--- src/rtl/decoder_onehot_scan_pkg.sv ---
// Shared definitions for the one-hot decoder family: mode encodings, width limits
// and a width-generic one-hot decode helper.
package decoder_pkg;

    localparam logic MODE_DIRECT = 1'b0;
    localparam logic MODE_SCAN   = 1'b1;

    // Widest select supported by the decoder family; narrower users truncate the result.
    localparam int MAX_SEL_W = 6;
    localparam int MAX_N     = 64;

    // Decode a select value into a one-hot vector of MAX_N bits.
    function automatic logic [MAX_N-1:0] onehot(input logic [MAX_SEL_W-1:0] sel);
        logic [MAX_N-1:0] vec;
        vec      = 64'd0;
        vec[sel] = 1'b1;
        return vec;
    endfunction

endpackage

--- src/rtl/decoder_onehot_scan_if.sv ---
// Control/status bundle for decoder_onehot_scan. The master drives the controls,
// the decoder (slave) returns the decoded strobes and its select state.
interface decoder_onehot_scan_if #(
    parameter int SEL_W = 3
);
    localparam int N = 1 << SEL_W;

    logic             en;
    logic             mode;
    logic             load;
    logic [SEL_W-1:0] sel_in;
    logic [N-1:0]     y;
    logic [SEL_W-1:0] sel_q;
    logic             wrap;

    modport master (
        output en, mode, load, sel_in,
        input  y, sel_q, wrap
    );

    modport slave (
        input  en, mode, load, sel_in,
        output y, sel_q, wrap
    );

endinterface

--- src/rtl/decoder_onehot_scan_dwell_timer.sv ---
// Dwell counter: counts enabled cycles from 0 to DWELL-1 and flags the terminal
// count, wrapping back to 0 on the cycle after terminal count. clr has priority
// over hold, hold over counting.
module dwell_timer #(
    parameter int DWELL = 4
) (
    input  logic clk,
    input  logic rst_n,
    input  logic clr,
    input  logic hold,
    input  logic en,
    output logic tc
);

    localparam int CNT_W = (DWELL > 1) ? $clog2(DWELL) : 1;
    localparam logic [CNT_W-1:0] TC_VAL = CNT_W'(DWELL - 1);

    logic [CNT_W-1:0] cnt_r;
    logic [CNT_W-1:0] cnt_next_s;

    assign tc = (cnt_r == TC_VAL);

    // Next count: clear, freeze, advance or roll over at terminal count.
    always_comb begin
        cnt_next_s = cnt_r;
        if (clr) begin
            cnt_next_s = {CNT_W{1'b0}};
        end else if (hold) begin
            cnt_next_s = cnt_r;
        end else if (en) begin
            if (tc) begin
                cnt_next_s = {CNT_W{1'b0}};
            end else begin
                cnt_next_s = cnt_r + CNT_W'(1);
            end
        end else begin
            cnt_next_s = cnt_r;
        end
    end

    // Count register.
    always_ff @(posedge clk or negedge rst_n) begin
        if (!rst_n) begin
            cnt_r <= {CNT_W{1'b0}};
        end else begin
            cnt_r <= cnt_next_s;
        end
    end

endmodule

--- src/rtl/decoder_onehot_scan.sv ---
// Registered SEL_W-to-2**SEL_W one-hot decoder with enable, direct-load and scan
// modes. All outputs come straight from flops so strobes are glitch-free.
module decoder_onehot_scan
    import decoder_pkg::*;
#(
    parameter int SEL_W      = 3,
    parameter int DWELL      = 4,
    parameter bit ACTIVE_LOW = 1'b0
) (
    input logic                  clk,
    input logic                  rst_n,
    decoder_onehot_scan_if.slave bus
);

    localparam int N = 1 << SEL_W;
    localparam logic [N-1:0] Y_INACTIVE = ACTIVE_LOW ? {N{1'b1}} : {N{1'b0}};
    localparam logic [SEL_W-1:0] SEL_LAST = SEL_W'(N - 1);

    logic [SEL_W-1:0] sel_q_r;
    logic [N-1:0]     y_r;
    logic             wrap_r;

    logic [SEL_W-1:0] sel_next_s;
    logic [N-1:0]     y_dec_s;
    logic [N-1:0]     y_next_s;
    logic             wrap_next_s;
    logic             tmr_clr_s;
    logic             tmr_hold_s;
    logic             tmr_en_s;
    logic             tmr_tc_s;

    dwell_timer #(
        .DWELL (DWELL)
    ) u_dwell (
        .clk   (clk),
        .rst_n (rst_n),
        .clr   (tmr_clr_s),
        .hold  (tmr_hold_s),
        .en    (tmr_en_s),
        .tc    (tmr_tc_s)
    );

    // Next-state priority: disable freezes, load beats scan, scan advances at dwell end.
    always_comb begin
        sel_next_s  = sel_q_r;
        wrap_next_s = 1'b0;
        tmr_clr_s   = 1'b0;
        tmr_hold_s  = 1'b0;
        tmr_en_s    = 1'b0;
        if (!bus.en) begin
            tmr_hold_s = 1'b1;
        end else if (bus.load) begin
            sel_next_s = bus.sel_in;
            tmr_clr_s  = 1'b1;
        end else if (bus.mode == MODE_SCAN) begin
            tmr_en_s = 1'b1;
            if (tmr_tc_s) begin
                sel_next_s  = sel_q_r + SEL_W'(1);
                wrap_next_s = (sel_q_r == SEL_LAST);
            end else begin
                sel_next_s  = sel_q_r;
                wrap_next_s = 1'b0;
            end
        end else begin
            tmr_clr_s = 1'b1;
        end
    end

    // Decode the next select, then apply output polarity or force inactive when disabled.
    always_comb begin
        y_dec_s = N'(onehot(MAX_SEL_W'(sel_next_s)));
        if (!bus.en) begin
            y_next_s = Y_INACTIVE;
        end else if (ACTIVE_LOW) begin
            y_next_s = ~y_dec_s;
        end else begin
            y_next_s = y_dec_s;
        end
    end

    // Select, strobe and wrap output registers.
    always_ff @(posedge clk or negedge rst_n) begin
        if (!rst_n) begin
            sel_q_r <= {SEL_W{1'b0}};
            y_r     <= Y_INACTIVE;
            wrap_r  <= 1'b0;
        end else begin
            sel_q_r <= sel_next_s;
            y_r     <= y_next_s;
            wrap_r  <= wrap_next_s;
        end
    end

    assign bus.sel_q = sel_q_r;
    assign bus.y     = y_r;
    assign bus.wrap  = wrap_r;

endmodule

--- src/flat_wrapper.sv ---
// flat-port wrapper written by rule: the top's interface ports become plain ports
module decoder_onehot_scan_flat import decoder_pkg::*;
#(
    parameter int SEL_W      = 3,
    parameter int DWELL      = 4,
    parameter bit ACTIVE_LOW = 1'b0
)
  (clk, rst_n, bus_en, bus_mode, bus_load, bus_sel_in, bus_y, bus_sel_q, bus_wrap);
  decoder_onehot_scan_if #(.SEL_W(SEL_W)) bus_i ();
  input logic clk;
  input logic rst_n;
  input wire logic [$bits(bus_i.en)-1:0] bus_en;
  input wire logic [$bits(bus_i.mode)-1:0] bus_mode;
  input wire logic [$bits(bus_i.load)-1:0] bus_load;
  input wire logic [$bits(bus_i.sel_in)-1:0] bus_sel_in;
  output wire logic [$bits(bus_i.y)-1:0] bus_y;
  output wire logic [$bits(bus_i.sel_q)-1:0] bus_sel_q;
  output wire logic [$bits(bus_i.wrap)-1:0] bus_wrap;
  assign bus_i.en = bus_en;
  assign bus_i.mode = bus_mode;
  assign bus_i.load = bus_load;
  assign bus_i.sel_in = bus_sel_in;
  assign bus_y = bus_i.y;
  assign bus_sel_q = bus_i.sel_q;
  assign bus_wrap = bus_i.wrap;
  decoder_onehot_scan #(.SEL_W(SEL_W), .DWELL(DWELL), .ACTIVE_LOW(ACTIVE_LOW)) u_core (.clk(clk), .rst_n(rst_n), .bus(bus_i));
endmodule
--- config.mk ---
export PLATFORM = sky130hd
export DESIGN_NAME = decoder_onehot_scan_flat
export DESIGN_NICKNAME = d
export VERILOG_FILES = /design/src/rtl/decoder_onehot_scan_pkg.sv /design/src/rtl/decoder_onehot_scan_if.sv /design/src/rtl/decoder_onehot_scan_dwell_timer.sv /design/src/rtl/decoder_onehot_scan.sv /design/src/flat_wrapper.sv
export SDC_FILE = /design/constraint.sdc
export NUM_CORES = 1
export LEC_CHECK = 0
export BUFFER_PORTS_ARGS = -buffer_cell sky130_fd_sc_hd__buf_2
export CAP_MARGIN = 20
export CORE_AREA = 2 2 39 41
export CTS_CLUSTER_SIZE = 28
export DETAILED_ROUTE_END_ITERATION = 10
export DIE_AREA = 0 0 41 43
export PLACE_DENSITY = 0.74
export SKIP_LAST_GASP = 1
export SLEW_MARGIN = 30
export SYNTH_ARGS = -nofsm -noshare
export SYNTH_HDL_FRONTEND = slang
export SYNTH_SLANG_ARGS = --single-unit
--- constraint.sdc ---
create_clock -name clk -period 2.9 [get_ports clk]
set_clock_uncertainty 0.05 [all_clocks]
set_input_delay 0.145 -clock clk [delete_from_list [all_inputs] [get_ports clk]]
set_output_delay 0.145 -clock clk [all_outputs]
set_load 0.02 [all_outputs]
==> flow_summary.json, run 1 <==
{
  "run_status": "finished clean",
  "criticalPathCategory": "reg -> reg",
  "path_max_fanout": 5,
  "max_cap_viol_count": 0,
  "synth_top_cells_by_count": "dfrtp_1, nor3_1, nand2_1",
  "antenna_cells": 0,
  "synth.cell_area_um2": 622,
  "place_congestion": 0.736,
  "drt_iter0_drc": 15,
  "number_of_remaining_drc_errors": 0,
  "start_util": 0.449,
  "pin_count_of_the_biggest_net_entering_global_routing": 15,
  "rsz0062_at_grt": "no",
  "final.period_utilization": 0.595,
  "syn-num-nets": 68,
  "flip_flop_and_latch_area_um2": 350,
  "arrival_ns": 1.88,
  "route.antenna.remaining_nets": 0,
  "startpoint_type": "register",
  "post-dp-hpwl_um": 896,
  "grt_use_total": 0.165,
  "critical_path_required_ns": 3.05,
  "irDropWorstVdd_v": 0.000323,
  "p_switching_w": 0.000124,
  "drt_wl_total_um": 1200,
  "die_w_um": 41,
  "post-layout-total-power_w": 0.000438,
  "yosys.cell_count.top_type": "dfrtp_1",
  "proportion_of_total_power_due_to_net_switching": 0.283,
  "via_count": 478,
  "clkPwrFrac": 0.318,
  "fin_setup_tns_ns": 0,
  "fp-row-count": 14,
  "grt_antenna_before_repair": 0,
  "min_period_ns": 1.73,
  "cts_hold_buffers": 1,
  "total_of_fill_cells_in_the_finished_design": 126,
  "number_of_global_route_vias_before_repair": 448,
  "grt_first_pass_wirelength_um": 1900,
  "io_pins": 20,
  "fp.dieArea_um2": 1760,
  "worst-slew-pin-transition_ns": 0.423,
  "final_max_slew_viol_count": 0,
  "power.density_nw_per_um2": 571,
  "synth_area_per_cell_um2": 10.9,
  "p_comb_frac": 0.185,
  "synth-main-ff-cell": "dfrtp_1",
  "clkSinkCount": 14,
  "port-buffer-count": 19,
  "setup_viol": 0,
  "power_report.internal_total_w": 0.000314,
  "synth-seq-area-share": 0.563,
  "synth.yosys.warnings": 0,
  "yosys.area.top_type_share": 0.563,
  "die_h_um": 43,
  "ys_ff_latch": 14,
  "drt_pre_antenna_iters": 3,
  "power.share.sequential": 0.497,
  "clk_transition_reported_paths_ns": 0.09,
  "area_of_combinational_cells_with_multiple_inputs_um2": 236,
  "cts_tree": "built",
  "synth_enable_flop_cells": 0,
  "yosys.cell_types.count": 24,
  "cts_root_buf": "clkbuf_4",
  "area_growth_pct": 23.3,
  "timing.critical_path.to_type": "register",
  "grt_overflow_total": 0,
  "timing.hold.worst.class": "in -> reg",
  "synth_top_cells_by_area": "dfrtp_1, nor3_1, ha_1",
  "yosys.area.top_type": "dfrtp_1",
  "share_of_cells_above_drive_strength_1": 0.354,
  "fmax_mhz": 579,
  "postSynthCellCount": 57,
  "htree_levels": 1,
  "relSlewSlack": 0.717,
  "cts-resized-gates": 0,
  "clkLatencyLatePin_ns": 0.28,
  "core-area_um2": 1380,
  "ctsLongestPathBuffers": 2,
  "timing_hold_violations_final": 0,
  "power_leakage_nw": 0.399,
  "route.detailed.wl_per_inst_um": 12.6,
  "dr_vias_cell": 5.03,
  "async_s_r_ff_share_synth": 1.00,
  "num-nets-final": 91,
  "postCtsSetupBuffers": 0,
  "numCtsBuffers": 3
}
[stage by stage]
step                utilization  hold WS (ns)  cells  setup WS [ns]  instance area (um^2)
floorplan                     -        -0.201     57           1.21                   622
global placement          0.521       0.00182     90           1.22                   721
detailed placement        0.521       0.00512     90           1.18                   721
CTS                       0.554         0.105     95           1.16                   767
global route              0.554         0.119     95           1.03                   767
finish                    0.554         0.122     95           1.17                   767
[cells by family after synthesis]
logic type	after synthesis	share of synthesized area
simple gates	21	0.183
flops	14	0.563
compound gates	11	0.123
buf+inv	7	0.0563
fa+ha+maj	3	0.0604
xor+xnor	1	0.0141
[layout by cell type, fill, tap and decap left out]
master,n
nor3_1,8
ha_1,3
xnor2_1,1
nand3_1,1
a211o_1,1
o21a_1,2
clkbuf_4,3
o31ai_1,1
o21ai_2,1
inv_1,4
a21oi_1,1
o21ai_0,2
inv_2,1
nor2b_1,2
and2_4,1
dlygate4sd3_1,1
clkbuf_8,1
nand2_1,5
a21oi_2,1
dfrtp_1,14
nor2_1,2
and4bb_2,1
buf_2,19
o211ai_1,1
nand4b_1,1
o21ai_1,1
[layout make-up]
cell class	instances	share of cell area
Inverter	5	0.0245
Multi-Input combinational cell	36	0.308
Sequential cell	14	0.457
Tap cell	16	0.0261
Clock buffer	4	0.0473
Timing Repair Buffer	20	0.137
[final timing paths]
path	from	cells after the start	end	slack [ns]
min in group asynchronous	rst_n	2	u_core.bus.y[7]$_DFF_PN0_	0.23
max in group asynchronous	rst_n	2	u_core.bus.y[3]$_DFF_PN0_	2.32
worst min-delay path	bus_en	2	u_core.u_dwell.cnt_r[1]$_DFFE_PN0P_	0.12
worst max-delay path	u_core.bus.sel_q[0]$_DFF_PN0_	7	u_core.bus.y[1]$_DFF_PN0_	1.17
worst min register to register	u_core.u_dwell.cnt_r[0]$_DFFE_PN0P_	1	u_core.u_dwell.cnt_r[0]$_DFFE_PN0P_	0.45
worst max register to register	u_core.bus.sel_q[0]$_DFF_PN0_	7	u_core.bus.y[1]$_DFF_PN0_	1.17
[power by group through the flow]
stage	clock network [W]	registers [W]	logic, W
floorplan	0	0.000236	0.0000374
global placement	0	0.000221	0.0000791
detailed placement	0	0.000222	0.0000804
CTS	0.000145	0.000218	0.0000817
global route	0.000152	0.000220	0.0000908
finish	0.000139	0.000218	0.0000811
[metal layers]
metal / wire, um / track usage / vias to the layer above
met4: 10 / 0.120 / 0
met5: 0 / 0 / -
met3: 62 / 0.0419 / 2
met2: 582 / 0.234 / 12
met1: 543 / 0.205 / 225
li1: - / - / 239
[registers in the layout, indices dropped and copies added (netlist names)]
signal / count
u_core.bus.sel_q: 3
u_core.u_dwell.cnt_r: 2
u_core.bus.wrap: 1
u_core.bus.y: 8
[worst max-delay path: stages (launching register included)]
cell,delay [ns]
dfrtp_1,0.43
ha_1,0.21
ha_1,0.26
nand4b_1,0.09
a21oi_1,0.08
a21oi_2,0.19
inv_1,0.13
nor3_1,0.20
Note: power is estimated with default switching activity, not from simulation.
==> run 2, diff against run 1 <==
- CORE_AREA: 2 2 39 41 -> not set
- CORE_MARGIN: not set -> 2
- CORE_UTILIZATION: not set -> 47
- DIE_AREA: 0 0 41 43 -> not set
- PLACE_DENSITY: 0.74 -> 0.75
- clock period: 2.9 -> 1.7 ns (I/O delays scaled with it)
==> run 2 against run 1 <==
- fmax is 4.3% higher
- via count is 12% higher
- setup slack worse by 1.1 ns
- critical path type unchanged
- critical endpoint is now u_core.bus.y[7]$_DFF_PN0_
- combinational power is 120% higher
==> flow_summary.json, run 2 (synthesis results as in run 1) <==
{
  "run_status": "finished clean",
  "final_cell_mix": "buf_2, dfrtp_1, nand2_1, nor3_2, buf_4",
  "route.detailed.wl_per_inst_um": 13.4,
  "pre_cts_slack_ns": -0.0291,
  "cts_root_buf": "clkbuf_4",
  "power_report.internal_total_w": 0.000558,
  "layout.cells.most_common": "buf_2",
  "proportion_of_total_power_due_to_net_switching": 0.293,
  "p_switching_w": 0.000231,
  "finish.instance_area_um2": 852,
  "clkPwrFrac": 0.302,
  "setup_viol": 0,
  "htree_levels": 1,
  "start_util": 0.490,
  "max_cap_viol_count": 0,
  "grt_use_total": 0.182,
  "area_growth_pct": 37.0,
  "arrival_ns": 1.80,
  "startpoint_type": "register",
  "via_count": 535,
  "post-layout-total-power_w": 0.000789,
  "clkSinkCount": 14,
  "clkLatencyLatePin_ns": 0.27,
  "antenna_cells": 0,
  "final.period_utilization": 0.973,
  "finish.cell_count_without_fillers": 99,
  "grt_overflow_total": 0,
  "relSlewSlack": 0.789,
  "fp-row-count": 13,
  "place_congestion": 0.763,
  "drt_wl_total_um": 1330,
  "critical_path_required_ns": 1.85,
  "largest_register_ffs": 8,
  "timing.final.ws_setup_ns": 0.0456,
  "irDropWorstVdd_v": 0.000475,
  "total_of_fill_cells_in_the_finished_design": 92,
  "numCtsBuffers": 3,
  "power.share.sequential": 0.471,
  "final_max_slew_viol_count": 0,
  "min_period_ns": 1.65,
  "drt_iter0_drc": 8,
  "num-nets-final": 96,
  "core-area_um2": 1270,
  "numPlacedInstances": 91,
  "power.density_nw_per_um2": 926,
  "number_of_remaining_drc_errors": 0,
  "route.antenna.remaining_nets": 0,
  "dr_vias_cell": 5.40,
  "timing_hold_violations_final": 0,
  "post_dp_cell_area_um2": 734,
  "timing.critical_path.to_type": "register",
  "post-dp-hpwl_um": 902,
  "share_of_cells_above_drive_strength_1": 0.476,
  "grt_antenna_before_repair": 0,
  "criticalPathCategory": "reg -> reg",
  "worst-slew-pin-transition_ns": 0.316,
  "clk_transition_reported_paths_ns": 0.09,
  "ctsLongestPathBuffers": 2,
  "fp.dieArea_um2": 1630,
  "p_comb_frac": 0.227,
  "die_w_um": 40.4,
  "number_of_global_route_vias_before_repair": 451,
  "cts_tree": "built",
  "fmax_mhz": 604,
  "timing.hold.worst.class": "in -> reg",
  "power_leakage_nw": 0.425,
  "io_pins": 20,
  "port-buffer-count": 19,
  "path_max_fanout": 4,
  "pin_count_of_the_biggest_net_entering_global_routing": 15,
  "grt_first_pass_wirelength_um": 1910,
  "rsz0062_at_grt": "yes",
  "drt_pre_antenna_iters": 4,
  "die_h_um": 40.4
}
## run 2: final timing paths
kind,from,end,slack (ns),cells past startpoint
worst max register to register,u_core.bus.sel_q[1]$_DFF_PN0_,u_core.bus.y[7]$_DFF_PN0_,0.05,7
worst min-delay path,bus_en,u_core.u_dwell.cnt_r[1]$_DFFE_PN0P_,0.06,2
worst min register to register,u_core.u_dwell.cnt_r[1]$_DFFE_PN0P_,u_core.u_dwell.cnt_r[1]$_DFFE_PN0P_,0.52,2
min in group asynchronous,rst_n,u_core.u_dwell.cnt_r[1]$_DFFE_PN0P_,0.18,2
max in group asynchronous,rst_n,u_core.bus.sel_q[0]$_DFF_PN0_,1.18,2
worst max-delay path,u_core.bus.sel_q[1]$_DFF_PN0_,u_core.bus.y[7]$_DFF_PN0_,0.05,7
## run 2: what timing repair did
item	in CTS	in global routing
endpoints found under the hold margin	14	0
pin swaps	0	1
resized for setup	0	10
setup endpoints to repair	3	8
setup buffers	1	2
hold buffers	1	0
gates cloned	0	0
## run 2: area by class of cell
| class | instances | area [um^2] | share of cell area |
|---|---|---|---|
| Clock buffer | 4 | 36.3 | 0.0426 |
| Inverter | 5 | 18.8 | 0.0220 |
| Multi-Input combinational cell | 36 | 285 | 0.335 |
| Sequential cell | 14 | 350 | 0.411 |
| Tap cell | 15 | 18.8 | 0.0220 |
| Timing Repair Buffer | 25 | 143 | 0.167 |
## run 2: through the flow
| step | TNS [ns] | util | hold WS (ns) |
|---|---|---|---|
| finish | 0 | 0.672 | 0.0598 |
| global route | -0.121 | 0.672 | 0.0855 |
| CTS | 0 | 0.621 | 0.0549 |
| detailed placement | -0.0555 | 0.579 | -0.0581 |
| global placement | 0 | 0.579 | -0.0640 |
| floorplan | 0 | - | -0.261 |
## run 2: worst max-delay path: stages (launching register included)
cell	delay, ns
dfrtp_1	0.41
ha_1	0.19
ha_1	0.27
nand4b_1	0.12
a21oi_2	0.15
a21oi_2	0.05
buf_4	0.16
nor3_2	0.18
## run 2: power by group through the flow
stage	combinational [W]	clock (W)	sequential, W
after floorplan	0.0000638	0	0.000403
after global placement	0.000142	0	0.000375
after detailed placement	0.000146	0	0.000377
after CTS	0.000152	0.000240	0.000370
after global routing	0.000194	0.000262	0.000374
final	0.000179	0.000238	0.000372
## run 2: per-layer routing
layer	vias to the layer above	track usage	share of wire
li1	250	-	-
met1	264	0.221	0.41
met2	19	0.298	0.54
met3	2	0.0500	0.054
met4	0	0.0750	0.0038
met5	-	0	0
